**src/rtl/alu_op_sequencer_if.sv**
```systemverilog
// Bus between the operation sequencer and its environment.
// Purpose: bundles the request side (start/op/operands), the status and
//   result side, and the shared adder datapath drive/return into one bundle.
// Signals:
//   start, op, a, b      request from the switches/start button
//   alu_a, alu_b         adder operands (alu_b passes through the control block)
//   alu_sel, alu_cin     control-block select {s1,s0} and adder carry-in
//   alu_sum, alu_cout    combinational return from the adder
//   busy, done, result   status and registered result
//   neg, err             SUB borrow flag, reserved-op flag
// Modports:
//   slave  - the sequencer itself
//   master - the environment (requester plus adder datapath)
interface alu_op_sequencer_if #(
  parameter int W = 4
);
  logic             start;
  logic [1:0]       op;
  logic [W-1:0]     a;
  logic [W-1:0]     b;
  logic [W-1:0]     alu_a;
  logic [W-1:0]     alu_b;
  logic [1:0]       alu_sel;
  logic             alu_cin;
  logic [W-1:0]     alu_sum;
  logic             alu_cout;
  logic             busy;
  logic             done;
  logic [2*W-1:0]   result;
  logic             neg;
  logic             err;

  modport slave (
    input  start, op, a, b, alu_sum, alu_cout,
    output alu_a, alu_b, alu_sel, alu_cin, busy, done, result, neg, err
  );

  modport master (
    output start, op, a, b, alu_sum, alu_cout,
    input  alu_a, alu_b, alu_sel, alu_cin, busy, done, result, neg, err
  );
endinterface

```
**src/rtl/alu_op_sequencer.sv**
```systemverilog
// Sequences one shared W-bit adder to execute ADD, SUB and unsigned MUL.
// ADD/SUB use a single adder pass; MUL uses W shift-add passes.
// Ports:
//   clk  - system clock
//   rst  - synchronous active-high reset (aborts any operation, no done)
//   bus  - alu_op_sequencer_if.slave: request, adder drive/return, status
// Outputs are driven from registers or from the state decode only; the
// adder return is only ever captured into registers.
module alu_op_sequencer #(
  parameter int         W       = 4,
  parameter logic [1:0] SEL_ADD = 2'b00,
  parameter logic [1:0] SEL_SUB = 2'b11
) (
  input  logic                clk,
  input  logic                rst,
  alu_op_sequencer_if.slave   bus
);

  localparam int CW = (W > 2) ? $clog2(W) : 1;
  localparam logic [CW-1:0] LAST_STEP = CW'(W - 1);

  localparam logic [1:0] OP_ADD = 2'b00;
  localparam logic [1:0] OP_SUB = 2'b01;
  localparam logic [1:0] OP_MUL = 2'b10;

  typedef enum logic [1:0] {
    S_IDLE,
    S_EXEC,
    S_MUL,
    S_FIN
  } state_t;

  state_t          state_q, state_d;
  logic [W-1:0]    a_q, a_d;
  logic [W-1:0]    b_q, b_d;
  logic [1:0]      op_q, op_d;
  logic [W-1:0]    acc_q, acc_d;
  logic [W-1:0]    mq_q, mq_d;
  logic [CW-1:0]   cnt_q, cnt_d;
  logic [2*W-1:0]  result_q, result_d;
  logic            neg_q, neg_d;
  logic            err_q, err_d;

  // Next-state and datapath capture
  always_comb begin
    state_d  = state_q;
    a_d      = a_q;
    b_d      = b_q;
    op_d     = op_q;
    acc_d    = acc_q;
    mq_d     = mq_q;
    cnt_d    = cnt_q;
    result_d = result_q;
    neg_d    = neg_q;
    err_d    = err_q;

    case (state_q)
      // FIN accepts a new request too, so a start in the done cycle is not lost.
      S_IDLE, S_FIN: begin
        if (bus.start) begin
          a_d   = bus.a;
          b_d   = bus.b;
          op_d  = bus.op;
          err_d = (bus.op == 2'b11);
          case (bus.op)
            OP_ADD, OP_SUB: state_d = S_EXEC;
            OP_MUL: begin
              state_d = S_MUL;
              acc_d   = '0;
              mq_d    = bus.b;
              cnt_d   = '0;
            end
            default: state_d = S_FIN;
          endcase
        end else begin
          state_d = S_IDLE;
        end
      end

      S_EXEC: begin
        if (op_q == OP_SUB) begin
          // Two's-complement subtract: carry-out set means no borrow.
          result_d = {{W{1'b0}}, bus.alu_sum};
          neg_d    = ~bus.alu_cout;
        end else begin
          result_d = {{(W-1){1'b0}}, bus.alu_cout, bus.alu_sum};
          neg_d    = 1'b0;
        end
        state_d = S_FIN;
      end

      S_MUL: begin
        // {carry, sum, mq} shifted right by one: the low sum bit becomes the
        // next product bit and enters mq from the top.
        acc_d = {bus.alu_cout, bus.alu_sum[W-1:1]};
        mq_d  = {bus.alu_sum[0], mq_q[W-1:1]};
        cnt_d = cnt_q + CW'(1);
        if (cnt_q == LAST_STEP) begin
          result_d = {acc_d, mq_d};
          neg_d    = 1'b0;
          state_d  = S_FIN;
        end
      end

      default: state_d = S_IDLE;
    endcase
  end

  always_ff @(posedge clk) begin
    if (rst) begin
      state_q  <= S_IDLE;
      a_q      <= '0;
      b_q      <= '0;
      op_q     <= '0;
      acc_q    <= '0;
      mq_q     <= '0;
      cnt_q    <= '0;
      result_q <= '0;
      neg_q    <= 1'b0;
      err_q    <= 1'b0;
    end else begin
      state_q  <= state_d;
      a_q      <= a_d;
      b_q      <= b_d;
      op_q     <= op_d;
      acc_q    <= acc_d;
      mq_q     <= mq_d;
      cnt_q    <= cnt_d;
      result_q <= result_d;
      neg_q    <= neg_d;
      err_q    <= err_d;
    end
  end

  // Adder drive and status from state decode; idle drive equals reset values.
  always_comb begin
    bus.alu_a   = '0;
    bus.alu_b   = '0;
    bus.alu_sel = SEL_ADD;
    bus.alu_cin = 1'b0;
    case (state_q)
      S_EXEC: begin
        bus.alu_a = a_q;
        bus.alu_b = b_q;
        if (op_q == OP_SUB) begin
          bus.alu_sel = SEL_SUB;
          bus.alu_cin = 1'b1;
        end
      end
      S_MUL: begin
        bus.alu_a = acc_q;
        bus.alu_b = mq_q[0] ? a_q : '0;
      end
      default: ;
    endcase
  end

  assign bus.busy   = (state_q == S_EXEC) || (state_q == S_MUL);
  assign bus.done   = (state_q == S_FIN);
  assign bus.result = result_q;
  assign bus.neg    = neg_q;
  assign bus.err    = err_q;

endmodule
```
**src/flat_wrapper.sv**
```systemverilog
// flat-port wrapper written by rule: the top's interface ports become plain ports
module alu_op_sequencer_flat 
#(
  parameter int         W       = 4,
  parameter logic [1:0] SEL_ADD = 2'b00,
  parameter logic [1:0] SEL_SUB = 2'b11
)
  (clk, rst, bus_start, bus_op, bus_a, bus_b, bus_alu_sum, bus_alu_cout, bus_alu_a, bus_alu_b, bus_alu_sel, bus_alu_cin, bus_busy, bus_done, bus_result, bus_neg, bus_err);
  alu_op_sequencer_if #(.W(W)) bus_i ();
  input  logic clk;
  input  logic rst;
  input wire logic [$bits(bus_i.start)-1:0] bus_start;
  input wire logic [$bits(bus_i.op)-1:0] bus_op;
  input wire logic [$bits(bus_i.a)-1:0] bus_a;
  input wire logic [$bits(bus_i.b)-1:0] bus_b;
  input wire logic [$bits(bus_i.alu_sum)-1:0] bus_alu_sum;
  input wire logic [$bits(bus_i.alu_cout)-1:0] bus_alu_cout;
  output wire logic [$bits(bus_i.alu_a)-1:0] bus_alu_a;
  output wire logic [$bits(bus_i.alu_b)-1:0] bus_alu_b;
  output wire logic [$bits(bus_i.alu_sel)-1:0] bus_alu_sel;
  output wire logic [$bits(bus_i.alu_cin)-1:0] bus_alu_cin;
  output wire logic [$bits(bus_i.busy)-1:0] bus_busy;
  output wire logic [$bits(bus_i.done)-1:0] bus_done;
  output wire logic [$bits(bus_i.result)-1:0] bus_result;
  output wire logic [$bits(bus_i.neg)-1:0] bus_neg;
  output wire logic [$bits(bus_i.err)-1:0] bus_err;
  assign bus_i.start = bus_start;
  assign bus_i.op = bus_op;
  assign bus_i.a = bus_a;
  assign bus_i.b = bus_b;
  assign bus_i.alu_sum = bus_alu_sum;
  assign bus_i.alu_cout = bus_alu_cout;
  assign bus_alu_a = bus_i.alu_a;
  assign bus_alu_b = bus_i.alu_b;
  assign bus_alu_sel = bus_i.alu_sel;
  assign bus_alu_cin = bus_i.alu_cin;
  assign bus_busy = bus_i.busy;
  assign bus_done = bus_i.done;
  assign bus_result = bus_i.result;
  assign bus_neg = bus_i.neg;
  assign bus_err = bus_i.err;
  alu_op_sequencer #(.W(W), .SEL_ADD(SEL_ADD), .SEL_SUB(SEL_SUB)) u_core (.clk(clk), .rst(rst), .bus(bus_i));
endmodule
```
**config.mk**
```make
export PLATFORM = sky130hd
export DESIGN_NAME = alu_op_sequencer_flat
export DESIGN_NICKNAME = d
export VERILOG_FILES = /design/src/rtl/alu_op_sequencer_if.sv /design/src/rtl/alu_op_sequencer.sv /design/src/flat_wrapper.sv
export SDC_FILE = /design/constraint.sdc
export NUM_CORES = 1
export LEC_CHECK = 0
export CORE_ASPECT_RATIO = 2
export CORE_MARGIN = 5
export CORE_UTILIZATION = 48
export CTS_CLUSTER_DIAMETER = 200
export DETAILED_ROUTE_END_ITERATION = 12
export HOLD_SLACK_MARGIN = 0.15
export PLACE_DENSITY = 0.82
export SETUP_SLACK_MARGIN = 0.15
export SYNTH_ARGS = -nofsm -noshare
export SYNTH_HDL_FRONTEND = slang
export SYNTH_SLANG_ARGS = --single-unit
```
**constraint.sdc**
```tcl
create_clock -name clk -period 2.3 [get_ports clk]
set_input_delay 0.575 -clock clk [delete_from_list [all_inputs] [get_ports clk]]
set_output_delay 0.575 -clock clk [all_outputs]
set_load 0.03 [all_outputs]
```
**After elaboration in Yosys (flattened, before gate mapping)**

Cells that the tools add are included.

- Bits of input ports: 18
- Bits in registers: 32

- Equality and inequality tests: 11
- Add/sub/neg operators: 1
- Mux-type cells: 26
- Bitwise gates (word level): 1
- Reduce and logical (&&, ||, !) cells: 10

Operator list:

| kind | count |
|---|---|
| $pmux 4 s2 | 4 |
| $mux 4 | 5 |
| $pmux 8 s2 | 1 |
| $mux 2 | 6 |
| $eq 2x2->1 const B | 5 |
| $mux 8 | 1 |
| $pmux 2 s2 | 2 |
| $eq 2x1->1 const B | 3 |
| $pmux 2 s3 | 1 |
| $mux 5 | 1 |
| $logic_not 2->1 | 2 |
| $mux 1 | 4 |
| $ne 2x2->1 const B | 2 |
| $reduce_and 2->1 | 2 |
| $reduce_bool 2->1 | 2 |
| $reduce_or 2->1 | 2 |
| $reduce_and 3->1 | 1 |
| $add 2x1->2 const B | 1 |
| $ne 2x1->1 const B | 1 |
| $pmux 1 s2 | 1 |
| $logic_or 1x1->1 | 1 |
| $not 1->1 | 1 |

**Depth between registers and ports, before layout**

- Depth after elaboration: 5
- Mapped depth: 6

**Worst setup path before layout**

No wires, ideal clock.

- Kind: register to output
- Start point: register u_core.state_q[1]
- End point: output bus_alu_sel[0]
- Cell stages (with the launch flop): 7
- Arrival time: 1566 ps
- Data required time: 1725 ps
- Setup slack: 159 ps
- Cell sequence: dfxtp_1 -> inv_1 -> ha_1 -> clkbuf_1 -> inv_1 -> nor2_1 -> buf_4

- Word-level cells in the longest chain between the ends: 2

Ends and longest elaborated chain:

| what | line | source |
|---|---|---|
| start: declaration | alu_op_sequencer.sv:33 | `state_t state_q, state_d;` |
| start signal: assignment | alu_op_sequencer.sv:122 | `state_q <= state_d;` |
| $eq 2x1->1 | alu_op_sequencer.sv:141 | `case (state_q)` |
| $mux 2 | alu_op_sequencer.sv:141 |  |
| end: declaration | flat_wrapper.sv:20 | `output wire logic [$bits(bus_i.alu_sel)-1:0] bus_alu_sel;` |

No other way between the ends.

**Worst setup path after layout**

- Start point: register u_core.state_q[0]
- End point: output bus_alu_b[3]

- Word-level cells in the longest chain between the ends: 2
- Elaborated cells between the ends (all ways): 3

Ends and longest elaborated chain:

| what | line | source |
|---|---|---|
| $eq 2x2->1 or $eq 2x1->1 (tied branches) | alu_op_sequencer.sv:141 |  |
| $pmux 4 s2 (*) | alu_op_sequencer.sv:141 |  |
| end: declaration | flat_wrapper.sv:19 | `output wire logic [$bits(bus_i.alu_b)-1:0] bus_alu_b;` |

Every way passes the cells marked *; elsewhere a longest branch is shown, timed or not.

==> out/summary.txt <==
Top cells by area in the synthesized netlist: dfxtp_1 (41%), a21oi_1 (9.9%), nand2_1 (6.7%), mux2i_1 (5.1%), a21o_1 (4.3%)
Die ar.: 0.004575 sq mm
Slew Limit Headroom: 0.5382
Area grow syn2layout: 28.59%
# port buffers: 40
Cells after DPL: 251
Static Leakage: 0.7500 nW
Yosys top cell area share: 0.4089
Clk buf depth: 2
Die X: 50.40 um
Max Fanout on Critical Path: 24
Crit start category: flop
Least-Margin Pin Slew: 0.6928 ns
Worst VDD drop: 0.6749 mV
Layout cells sized above 1: 0.1156
Top-count cell post-synth: dfxtp_1
Largest net degree at the start of global routing: 33
Die H: 90.79 um
Final setup fails: 0
Post-Route Setup TNS: 0 ns
Total gr overflow: 0
Site row count: 29
Synth unique cells: 28
N_diodes: 0
Final wirelength: 3.887 mm
Fin Hold WS: 0.4525 ns
DR iter-0 viols: 38
DR vias: 1489
Pwr/cell area: 1149 mW/mm^2
Router iterations before antenna repair: 4
Fin crit period: 2.089 ns
Achievable Freq: 478.6 MHz
Routed len/inst: 15.18 um
Crit-path cells: inv_1, ha_1, buf_6, nor2_1, buf_4
Worst Path Arrival: 1.51 ns
Sequential-to-total area share from yosys stat: 0.4089
Avg Synthesized Cell Area: 8.245 sq um
Ys Warns: 0
Fillers: 299
Final cycle utilization of the critical path: 0.9084
All-layer global routing usage: 0.1777
Outcome: finished, final reports clean
Skew final: 0.003053 ns
Worst hold-check path type: reg2reg
Final Hold Fails: 0
DRC Markers: 0
Synth Flop Type: dfxtp_1
Synth async-reset ratio: 0
CTS H-tree lvls: 2
Slowest cell on crit path: dfxtp_2
Slowest stage delay, CP: 0.35 ns
Clock sinks: 32
Area of the mapped netlist: 0.001567 sq mm
Num CTS Buffers: 5
Synth area leader: dfxtp_1
Unrepaired setup endpoints after global routing: true
Clock latency on the worst-skew pair: 0.28 ns
Post-DRT Antenna Nets: 0
EDFF count, synth: 0
Worst setup path class: reg2out
Synth Instances: 190
First-pass GRT wire length: 6.348 mm
Crit end category: output port
Synth cell count leaders: dfxtp_1 (32), a21oi_1 (31), nand2_1 (28)
Initial core utilization: 0.4962
CTS clk-pin slew, worst paths: 0.06 ns
Gp weighted congestion: 0.8655
Via/cell ratio: 5.816
Synth Net Count: 213
Hpwl dp: 2.811 mm
Vias in the first global route: 1432
Final net count: 250
Initial antenna violation count: 0
Hold_buf cts: 0
Core Region: 0.003157 sq mm
Max Cap Viol: 0
Pins Over Slew Limit: 0
# IOs: 41
Register bit total from synthesis: 32
Final std cells w/o fill: 256
Crit path required time: 1.73 ns
CTS root buffer: clkbuf_8
TritonCTS clock tree: done
## final cells by class
type / count / area, sq um / area share
Clock buffer: 5 / 68.82 / 0.03416
Inverter: 6 / 22.52 / 0.01118
Multi-Input combinational cell: 135 / 808.3 / 0.4012
Sequential cell: 32 / 643.1 / 0.3193
Tap cell: 31 / 38.79 / 0.01925
Timing Repair Buffer: 47 / 432.9 / 0.2149
## path summary, 6_finish.rpt
kind | from | to | slack, ns | cells after the start
max | u_core.state_q[0]$_SDFFE_PP0P_ | bus_alu_b[3] | 0.21 | 5
min | u_core.op_q[1]$_SDFFE_PP0P_ | u_core.op_q[1]$_SDFFE_PP0P_ | 0.45 | 2
max reg2reg | u_core.state_q[0]$_SDFFE_PP0P_ | u_core.cnt_q[0]$_SDFFE_PP0P_ | 0.31 | 6
min reg2reg | u_core.op_q[1]$_SDFFE_PP0P_ | u_core.op_q[1]$_SDFFE_PP0P_ | 0.45 | 2
## layout by cell type (no fill, tap or decap), types with 4 or more instances in the layout
| cell | Yosys | routed |
|---|---|---|
| a21o_1 | 9 | 9 |
| a32oi_1 | 4 | 4 |
| a21oi_1 | 31 | 31 |
| clkdlybuf4s50_1 | 0 | 28 |
| nand2_1 | 28 | 28 |
| a211oi_1 | 5 | 5 |
| nor2_1 | 11 | 9 |
| clkbuf_8 | 0 | 5 |
| a22oi_1 | 4 | 4 |
| dfxtp_1 | 32 | 30 |
| nand3_1 | 11 | 11 |
| mux2i_1 | 8 | 8 |
| ha_1 | 5 | 5 |
| buf_4 | 2 | 14 |
| inv_1 | 5 | 5 |
## through the flow
stage          power [mW]  setup WS, ns  utilization  cell area, sq um
3_5_place_dp        1.943        0.1892       0.6140              1938
4_1_cts             2.314        0.1844       0.6358              2007
2_1_floorplan       1.608        0.1592            -              1567
5_1_grt             2.474        0.1485       0.6381              2014
3_3_place_gp        1.923        0.2097       0.6140              1938
6_report            2.315        0.2106       0.6381              2014
## power breakdown
group,switching [mW],total (mW),internal [mW]
Sequential,0.0857,0.770,0.684
Clock,0.177,0.371,0.194
Combinational,0.734,1.17,0.441
## layer usage
layer	up-vias	track usage	part of all wire
met4	0	0.1002	0.041
met2	40	0.3088	0.53
met3	15	0.04628	0.054
met5	-	0	0
met1	698	0.1826	0.38
li1	736	-	-
## worst max-delay path, delay by kind of cell, from the launching register on
family	cells	cell delay, ns
flops	1	0.35
simple gates	1	0.13
fa+ha+maj	1	0.33
buf+inv	3	0.42
## state kept, by name (all words and copies together) (netlist names), 2 cells and up
name               cells
u_core.bus.result      8
u_core.a_q             4
u_core.mq_q            4
u_core.b_q             4
u_core.cnt_q           2
u_core.op_q            2
u_core.state_q         2
u_core.acc_q           4
## cell families after synthesis
logic type | synth area share
mux | 0.05112
compound gates | 0.2460
buf+inv | 0.07827
flops | 0.4089
simple gates | 0.1757
fa+ha+maj | 0.03994
## timing repair
action	in CTS	in global routing
setup buffers	0	0
resized for setup	6	4
gates cloned	0	0
setup endpoints to repair	12	4
No activity file was read; power rests on OpenSTA's default activity.
